**src/rtl/key_scan.sv**
```systemverilog
// key_scan: 4x3 matrix keypad scanner with snapshot debounce and single-press event FSM.
// Define KEYSCAN_CELL_ONLY_EN to restrict events to the board cell keys 1..9.
module key_scan #(
  parameter int SCAN_DIV       = 25000,
  parameter int DEBOUNCE_SCANS = 4
) (
  input  logic       clk,
  input  logic       rst,
  input  logic [2:0] key_col,
  output logic [3:0] key_row,
  output logic [3:0] key_data,
  output logic       key_valid,
  output logic       key_held
);

  localparam int DW = (SCAN_DIV > 1) ? $clog2(SCAN_DIV) : 1;
  localparam int SW = $clog2(DEBOUNCE_SCANS + 1);

  typedef enum logic {
    RELEASED,
    HELD
  } state_t;

  logic [2:0]    col_meta;
  logic [2:0]    col_sync;
  logic [DW-1:0] dwell;
  logic [1:0]    row_idx;
  logic [8:0]    work;
  logic [11:0]   prev_snap;
  logic [11:0]   stable_state;
  logic [SW-1:0] stable_cnt;
  state_t        state;

  logic          last_dwell;
  logic          snap_done;
  logic [11:0]   snap;
  logic [SW-1:0] next_cnt;
  logic          load;
  logic [11:0]   deb_next;
  logic          single;
  logic          any_pressed;
  logic [3:0]    key_idx;
  logic [3:0]    key_code;
  logic          eligible;

  // Column lines come straight off the keypad, so they are synchronized first.
  always_ff @(posedge clk) begin
    if (rst) begin
      col_meta <= 3'b111;
      col_sync <= 3'b111;
    end else begin
      col_meta <= key_col;
      col_sync <= col_meta;
    end
  end

  assign last_dwell = (dwell == DW'(SCAN_DIV - 1));
  assign snap_done  = last_dwell && (row_idx == 2'd3);
  assign snap       = {~col_sync, work};

  always_ff @(posedge clk) begin
    if (rst) begin
      dwell   <= '0;
      row_idx <= 2'd0;
      key_row <= 4'b1110;
      work    <= '0;
    end else if (last_dwell) begin
      dwell   <= '0;
      row_idx <= row_idx + 2'd1;
      key_row <= ~(4'b0001 << (row_idx + 2'd1));
      case (row_idx)
        2'd0: work[2:0] <= ~col_sync;
        2'd1: work[5:3] <= ~col_sync;
        2'd2: work[8:6] <= ~col_sync;
        default: work <= work;
      endcase
    end else begin
      dwell <= dwell + DW'(1);
    end
  end

  always_comb begin
    next_cnt = '0;
    if (snap == prev_snap) begin
      if (stable_cnt == SW'(DEBOUNCE_SCANS)) next_cnt = stable_cnt;
      else next_cnt = stable_cnt + SW'(1);
    end
  end

  assign load     = snap_done && (next_cnt == SW'(DEBOUNCE_SCANS));
  assign deb_next = load ? snap : stable_state;

  always_ff @(posedge clk) begin
    if (rst) begin
      prev_snap    <= '0;
      stable_cnt   <= '0;
      stable_state <= '0;
    end else if (snap_done) begin
      prev_snap    <= snap;
      stable_cnt   <= next_cnt;
      stable_state <= deb_next;
    end
  end

  // Decode the debounced state: lone-key detection and key index/code lookup.
  always_comb begin
    key_idx = 4'd0;
    for (int i = 0; i < 12; i++) begin
      if (deb_next[i]) key_idx = 4'(i);
    end
  end

  assign any_pressed = |deb_next;
  assign single      = any_pressed && ((deb_next & (deb_next - 12'd1)) == 12'd0);

  always_comb begin
    case (key_idx)
      4'd9:    key_code = 4'd10;
      4'd10:   key_code = 4'd0;
      4'd11:   key_code = 4'd11;
      default: key_code = key_idx + 4'd1;
    endcase
  end

`ifdef KEYSCAN_CELL_ONLY_EN
  assign eligible = single && (key_idx < 4'd9);
`else
  assign eligible = single;
`endif

  always_ff @(posedge clk) begin
    if (rst) begin
      state     <= RELEASED;
      key_valid <= 1'b0;
      key_data  <= 4'd0;
      key_held  <= 1'b0;
    end else begin
      key_valid <= 1'b0;
      if (load) begin
        case (state)
          RELEASED: begin
            if (eligible) begin
              key_valid <= 1'b1;
              key_data  <= key_code;
            end
            if (any_pressed) begin
              state    <= HELD;
              key_held <= 1'b1;
            end
          end
          HELD: begin
            if (!any_pressed) begin
              state    <= RELEASED;
              key_held <= 1'b0;
            end
          end
          default: state <= RELEASED;
        endcase
      end
    end
  end

endmodule

```
**config.mk**
```make
export PLATFORM = sky130hd
export DESIGN_NAME = key_scan
export DESIGN_NICKNAME = d
export VERILOG_FILES = /design/src/rtl/key_scan.sv
export SDC_FILE = /design/constraint.sdc
export NUM_CORES = 1
export LEC_CHECK = 0
export CORE_MARGIN = 2
export CORE_UTILIZATION = 50
export CTS_BUF_LIST = sky130_fd_sc_hd__clkbuf_8
export DETAILED_ROUTE_END_ITERATION = 12
export GPL_TIMING_DRIVEN = 0
export PLACE_DENSITY = 0.77
export SLEW_MARGIN = 10
export SYNTH_ARGS = -nofsm -noshare
export SYNTH_HDL_FRONTEND = slang
export SYNTH_SLANG_ARGS = --single-unit
```
**constraint.sdc**
```tcl
create_clock -name clk -period 10 [get_ports clk]
set_input_delay 2 -clock clk [delete_from_list [all_inputs] [get_ports clk]]
set_output_delay 2 -clock clk [all_outputs]
set_load 0.005 [all_outputs]
```
After elaboration in Yosys (flattened, before gate mapping) --
Index checks and enable logic that the tools add are counted.
Cells by class: add/sub/neg operators 5, equal/unequal tests 12, shift-type cells 1, multiplexer cells 20, bitwise gates (word level) 5, reductions and logical operators 13
Operators with widths (number):
- two-way mux 4 bit | 10
- adder 15 x 1 -> 15 bit (second input constant) | 1
- equality test 15 bit (second input constant) | 1
- bitwise AND 12 bit | 1
- equality test 12 bit | 1
- equality test 4 bit (second input constant) | 3
- zero test 12 bit | 1
- two-way mux 12 bit | 1
- one-hot mux 4 bit (3 select lines) | 1
- OR reduction 12 bit | 1
- subtractor 12 x 1 -> 12 bit (second input constant) | 1
- equality test 3 bit (second input constant) | 2
- two-way mux 3 bit | 2
- AND reduction 2 bit | 3
- AND reduction 3 bit | 2
- two-way mux 1 bit | 5
- adder 4 x 1 -> 4 bit (second input constant) | 1
- equality test 2 bit (second input constant) | 2
- != test 2 bit (second input constant) | 2
- NOT 4 bit | 1
- left shift 1 x 2 -> 4 bit (first input constant) | 1
- adder 3 x 1 -> 3 bit (second input constant) | 1
- logical AND 1 bit | 3
- NOT 3 bit | 1
- 7 further kinds | 8
Storage, ports and cells: flip-flop bits (word level) 70, output and inout bits 10, logic and storage cells 71

Longest topological paths before layout --
Gate-level depths: netlist (run 1).
depth after elaboration 19, mapped depth 16, gate-level depth less buffers 15

Worst setup path after synthesis (run 1) --
Ideal clock, no wire load.
path type reg2reg, from reg stable_cnt[0], to reg key_data[3], arrival time 3.166 ns, required time 9.884 ns, setup slack 6.718 ns, cell stages (with the launch flop) 16, buffers on the path 1, clock period less this slack 3.282 ns, path through dfxtp_1 inv_1 ha_1 or3b_1 a31oi_1 nor2b_1 buf_6 nand2_1 or3_1 o21a_1 ha_1 or2_2 a311o_1 a21oi_1 a311o_1 a21oi_1
On the way: cells in the longest elaborated chain, start to end 19, elaborated cells on any way between the ends 29, those cells by class add/sub: 3; eq/ne: 5; mux: 15; bitwise: 1; reduce/logical: 5
Ends and longest elaborated chain:
- from (decl) | line 31 | logic [SW-1:0] stable_cnt;
- from (signal assigned) | line 100 | stable_cnt <= next_cnt;
- adder 3 x 1 -> 3 bit / equality test 3 bit (equally long branches) | line 86, 85
- two-way mux 3 bit * | line 85 | if (stable_cnt == SW'(DEBOUNCE_SCANS)) next_cnt = stable_cnt;
- two-way mux 3 bit * | line 84 | if (snap == prev_snap) begin
- equality test 3 bit * | line 90 | assign load = snap_done && (next_cnt == SW'(DEBOUNCE_SCANS));
- logical AND 1 bit * | line 90
- two-way mux 12 bit | line 91 | assign deb_next = load ? snap : stable_state;
- two-way mux 1 bit | line 109 | if (deb_next[i]) key_idx = 4'(i);
- two-way mux 4 bit (10 in series) | line 109
- adder 4 x 1 -> 4 bit / equality test 4 bit (equally long branches) | line 121, 117
- one-hot mux 4 bit (3 select lines) | line 117 | case (key_idx)
- to (signal assigned) | line 144 | key_data <= key_code;
- to (decl) | line 11 | output logic [3:0] key_data,
Mark *: on every way between the ends. The rest lies on a longest branch, timed or not. A chain may end at the register's enable or synchronous reset.

Worst setup path in the final report (run 1) --
Same ends and word-level chain as after synthesis.

==> results.md, run 1 <==
* H-tree depth at 3
* # resized after CTS at 0
* Post-route minimum period at ~3.8 ns
* TNS Setup at 0 ns
* Clock power share at 0.436
* Comb power frac at 0.041
* HP Class: flip-flop to flip-flop
* Die Span Y at 87.93 µm
* I/O pin total at 15
* Post-layout net count at about 470
* Initial Util at 0.5184
* Post CTS Setup Buffer Count at 0
* Routed Wire Length at about 7.3 mm
* Sw Ratio at 0.2451
* Num Clock Sinks at 69
* Pwr Density at between 100 and 150 nW/µm²
* Synth area leaders: dfxtp_1, nor2_1, a21oi_1
* Clk_lat worst skew at between 0.3 and 0.4 ns
* Met3 Usage GRT at 0.04995
* Most area-hungry cell type in the Yosys netlist: dfxtp_1
* Final Max Slew Viols at 0
* Final core occ at 0.5845
* GRT Max-Usage Layer: met2
* Primary FF master, synth: dfxtp_1
* Routing usage on met1 at 0.2734
* Synthesis-to-layout area growth at 12.75%
* Row cnt at 30
* EDFF count, synth at 0
* Drt pass-1 iters at 4
* Post-synth top area share at 0.3922
* DR vias/cell at between 5 and 6
* DP Worst Slack at 6.296 ns
* Synth Register Bits at ~70
* Mapped Avg Cell Area at just over 8 µm²
* Final Non-Filler Cells at approximately 550
* Clock slew at reported path FFs at about 0.08 ns
* Post-Place Cells at around 540
* Initial antenna violation count at 0
* Clk root buf: clkbuf_8
* Met2 GRT Util at 0.3292
* Most common cell in the synthesized netlist: dfxtp_1
* Setup violations, final at 0
* Final Hold Fails at 0
* Core area at around 6800 µm²
* # diodes at 0
* CP Max Fanout at 9
* Largest net degree at the start of global routing at 14
* Seq/Total Area, Yosys at 0.3922
* Clock Skews at ~0.012 ns
* Sequential Power Share at 0.524
* Kind of start point of the critical path: flip-flop
* Switch Pwr at 0.0001305 W
* Die footprint at about 7700 µm²
* Worst-Margin Slew at 0.7954 ns
* First-pass GRT wire length at 12.37 mm
* CTS Buffer Depth at 2
* CP Capture Type: flip-flop
* Cts bufs inserted at 9
* Mapped Area at around 3500 µm²
* Int Power at ~0.00040 W
* Max-cap violation count at 0
* Worst Path Arrival at about 4.0 ns
* Required time of the critical path at a little over 10 ns
* Routability-driven placement congestion ratio at 0.8345
* Share of layout cells above drive strength 1 at 0.1118
* Synth cell types at 54
* Final worst setup slack at between 6 and 7 ns
* Total global-route track usage at 0.2074
* Leakage at around 1.5 nW
* Vias in the first global route at approximately 2,700
* F_max at between 200 and 300 MHz
* Critical setup path kind: flip-flop to flip-flop
* Net Count, Synth at about 440
* Port bufs at 13
* Syn Inst Count at 427
* HPWL Detailed at 5.383 mm
* Grt total ovfl at 0
* Die Wd at just under 90 µm
* WL/cell at roughly 13 µm
* DR iter-0 viols at about 200
* Routed Antenna Nets at 0
* RSZ-0062 raised after global routing: no
* Peak supply drop at approximately 0.00012 V
* Residual DRC count at 0
* Post-synth ARST share at 0
* Slew HR at 0.4648
* Via count at between 2,000 and 3,000
* CTS tree: built
* Ys Warns at 0
* Hold buffer count at CTS at 0
* Status: finished, final reports clean
* Fin crit share at 0.3757
* Total power at 0.0005324 W
* Synth top cells by count: dfxtp_1, nor2_1, nand2_1
[state kept, by name, indices dropped and copies added, names as in the netlist]
| name | count |
|---|---|
| col_meta | 3 |
| col_sync | 3 |
| dwell | 15 |
| key_data | 4 |
| key_held | 1 |
| key_row | 4 |
| key_valid | 1 |
| prev_snap | 12 |
| row_idx | 2 |
| stable_cnt | 3 |
| stable_state | 11 |
| state | 1 |
| work | 9 |
[worst max-delay path, cell delays in order, from the launching register on]
cell and delay, ns:
dfxtp_1 0.40, inv_1 0.06, ha_1 0.23, or3b_1 0.39
a31oi_1 0.22, nor2b_1 0.18, buf_6 0.14, and2_1 0.17
clkbuf_1 0.33, o21a_1 0.26, inv_1 0.06, ha_1 0.20
or2_2 0.29, a311o_1 0.34, a21oi_1 0.14, a311o_1 0.16
a21oi_1 0.07
[layout by cell type, fill, tap and decap left out, types with 7 or more instances in the layout]
cell	synthesis	routed
ha_1	10	10
dfxtp_1	69	69
or2_2	9	9
clkdlybuf4s50_1	0	13
clkbuf_8	9	18
clkbuf_1	12	12
o21ai_0	11	11
nor2_1	61	61
nor3_1	7	7
xnor2_1	13	13
a211oi_1	7	7
nand3_1	14	14
inv_1	16	17
xor2_1	12	12
nand2_1	56	56
a21oi_1	43	43
nand4_1	9	9
[power groups by stage]
stage | Sequential (W) | Clock, W | Combinational, W
6_report | 0.000279 | 0.000232 | 0.0000217
5_1_grt | 0.000279 | 0.000243 | 0.0000240
4_1_cts | 0.000279 | 0.000234 | 0.0000216
3_5_place_dp | 0.000285 | 0 | 0.0000216
3_3_place_gp | 0.000285 | 0 | 0.0000210
2_1_floorplan | 0.000285 | 0 | 0.0000147
[area by class of cell]
class	count	area, µm²
fill	629	2823
multi-input combinational	312	1827
sequential	69	1381
buffer	30	254.0
timing repair buffer	13	130.1
clock buffer	9	123.9
tap	96	120.1
clock inverter	7	75.07
inverter	16	60.06
[metrics by stage]
stage          cell area (µm²)  hold WS (ns)
4_1_cts                   3971        0.4193
3_3_place_gp              3772        0.3921
5_1_grt                   3971        0.4352
3_5_place_dp              3772        0.3966
6_report                  3971        0.4163
2_1_floorplan             3522        0.3895
[per-layer routing]
layer,part of all wire,wire (µm)
met5,0,0
met4,0.020,144
met3,0.042,310
met2,0.47,3420
met1,0.47,3464
[kinds of logic (layout without fill, tap and decap cells)]
kind of cell               count (synthesis)  in the layout  share of synthesized area
buffers and inverters                     46             75                    0.08916
muxes                                      3              3                   0.008881
xor gates and xnor gates                  25             25                    0.06217
DFF                                       69             69                     0.3922
AOI/OAI and AO/OA                         79             79                     0.1371
and+or+nand+nor                          194            194                     0.2718
adders and majority gates                 11             11                    0.03872
[worst paths after layout]
kind                            slack, ns          start     endpoint  cells after the start
worst max-delay path                 6.24  stable_cnt[0]  key_data[3]                     16
worst min-delay path                 0.42    col_meta[1]  col_sync[1]                      1
worst max register to register       6.24  stable_cnt[0]  key_data[3]                     16
worst min register to register       0.42    col_meta[1]  col_sync[1]                      1
No activity file was read; power rests on OpenSTA's default activity.
==> run 2, diff against run 1 <==
==> constraint.sdc (replaced) <==
create_clock -name clk -period 3.76 [get_ports clk]
set_input_delay 0.752 -clock clk [delete_from_list [all_inputs] [get_ports clk]]
set_output_delay 0.752 -clock clk [all_outputs]
set_load 0.005 [all_outputs]
==> run 2 against run 1 <==
Net effect: worst hold slack is essentially flat; total power grew to 2.7 times the previous value; clock skew is essentially flat; global-route usage is the same; sequential share of layout area shrank 0.26 points; clock-buffer cell count is the same; non-clock buffer count is the same; final area grew 0.85%; register-to-register slack lost 6.0 ns; largest cell class unchanged.
==> results.md, run 2 (same netlist as run 1, synthesis figures left out) <==
* Status: finished, final reports clean
* H-tree depth at 3
* Leakage at 1.472 nW
* Post-route minimum period at 3.557 ns
* I/O pin total at 15
* Post-Place Cells at about 540
* Max stage delay on crit path at around 0.40 ns
* DR iter-0 viols at 138
* Share of layout cells above drive strength 1 at 0.1250
* Pwr Density at 353.4 nW/µm²
* Max-cap violation count at 0
* CTS tree: built
* Most frequent cells in the layout: dfxtp_1, nor2_1, nand2_1, a21oi_1, clkbuf_8
* Drt pass-1 iters at 5
* WL/cell at between 10 and 15 µm
* Clock Skews at between 0.01 and 0.015 ns
* Initial Util at 0.5184
* Final Max Slew Viols at 0
* Comb power frac at 0.041
* Routed Wire Length at between 7 and 8 mm
* # resized after CTS at 0
* Grt total ovfl at 0
* Post CTS Setup Buffer Count at 0
* Switch Pwr at approximately 0.00035 W
* CP delay by family, top: simple AND/OR/NAND/NOR gates
* FILL cells at between 600 and 700
* Crit path buf inv count at 2
* Worst Path Arrival at between 3 and 4 ns
* Clock power share at 0.435
* TNS Setup at 0 ns
* Residual DRC count at 0
* Initial antenna violation count at 0
* Clk root buf: clkbuf_8
* Final core occ at 0.5895
* Total global-route track usage at 0.2074
* Die footprint at approximately 7700 µm²
* Reg with most FFs: dwell
* Register area at 1383 µm²
* Row cnt at 30
* Most common cell after layout, fill and taps aside: dfxtp_1
* Required time of the critical path at around 4 ns
* Setup violations, final at 0
* Max reg flops at 15
* Worst Setup SP: stable_cnt[0]
* First-pass GRT wire length at roughly 12 mm
* Port bufs at 13
* Routed Antenna Nets at 0
* Sequential Power Share at 0.524
* HPWL Detailed at 5.383 mm
* Hold buffer count at CTS at 0
* Num Clock Sinks at approximately 70
* Area of all placed cells without fillers at ~4000 µm²
* Crit path cell chain: inv_1 -> ha_1 -> or3b_1 -> a31oi_2 -> nor2b_4 -> buf_6 -> nand2_1 -> or3_1 -> o21a_1 -> ha_2 -> or2_2 -> a311o_1 -> a21oi_1 -> a311o_1 -> a21oi_1
* Cts bufs inserted at 9
* Multi-input logic area at 1856 µm²
* Die Span Y at between 80 and 90 µm
* Clk_lat worst skew at about 0.36 ns
* Reg2reg start: stable_cnt[0]
* Critical setup path kind: flip-flop to flip-flop
* CP Max Fanout at 9
* Placed cell area at approximately 3800 µm²
* Via count at 2,983
* Routability-driven placement congestion ratio at 0.8345
* Kind of start point of the critical path: flip-flop
* F_max at roughly 280 MHz
* CP Capture Type: flip-flop
* # diodes at 0
* Worst-Margin Slew at between 0.7 and 0.8 ns
* Slew HR at 0.4637
* Core area at between 6000 and 7000 µm²
* Die Wd at roughly 90 µm
* Slowest cell on crit path: or3b_1
* Synthesis-to-layout area growth at 13.71%
* Post-layout net count at 466
* Total power at 0.001415 W
* Largest net degree at the start of global routing at 14
* Vias in the first global route at approximately 2,700
* Final Non-Filler Cells at 552
* Worst Hold Launch: col_meta[1]
* Final Hold Fails at 0
* Int Power at between 0.001 and 0.0015 W
* Fin crit share at 0.9459
* Largest registers: dwell (15), prev_snap (12), stable_state (11)
* DR vias/cell at 5.404
* HP Class: flip-flop to flip-flop
* CTS Buffer Depth at 2
* Sw Ratio at 0.2443
* Clock slew at reported path FFs at roughly 0.080 ns
* Peak supply drop at about 0.00031 V
==> run 2: stage by stage <==
| step | setup slack (ns) | hold slack [ns] |
|---|---|---|
| 3_3_place_gp | 0.1715 | 0.3921 |
| 4_1_cts | 0.03160 | 0.4193 |
| 2_1_floorplan | 0.4777 | 0.3895 |
| 5_1_grt | -0.005886 | 0.4352 |
| 6_report | 0.2034 | 0.4161 |
| 3_5_place_dp | 0.05573 | 0.3966 |
==> run 2: area by class of cell <==
class	instances	area share
clock inverters	7	0.01874
well taps	96	0.02999
plain buffers	30	0.06435
inverters	16	0.01500
flip-flops and latches	69	0.3452
repair buffers	13	0.03249
clock buffers	9	0.03093
multi-input cells	312	0.4633
==> run 2: metal layers <==
layer,track usage,vias up,part of all wire,wire length [µm]
li1,-,1497,-,-
met1,0.2734,1397,0.46,3368
met2,0.3292,74,0.47,3461
met3,0.04995,15,0.055,405
met4,0.07972,0,0.021,157
met5,0,-,0,0
==> run 2: worst paths after layout <==
kind	endpoint	slack, ns	cells after the start
setup reg to reg	key_data[3]	0.20	15
hold / removal	col_sync[1]	0.42	1
setup / recovery	key_data[3]	0.20	15
hold reg to reg	col_sync[1]	0.42	1
==> run 2: power groups by stage <==
| stage | clock (W) | sequential (W) | combinational (W) |
|---|---|---|---|
| finish | 0.000615 | 0.000742 | 0.0000586 |
| global route | 0.000646 | 0.000742 | 0.0000649 |
| CTS | 0.000623 | 0.000742 | 0.0000575 |
| detailed placement | 0 | 0.000759 | 0.0000574 |
| global placement | 0 | 0.000758 | 0.0000559 |
| floorplan | 0 | 0.000758 | 0.0000391 |
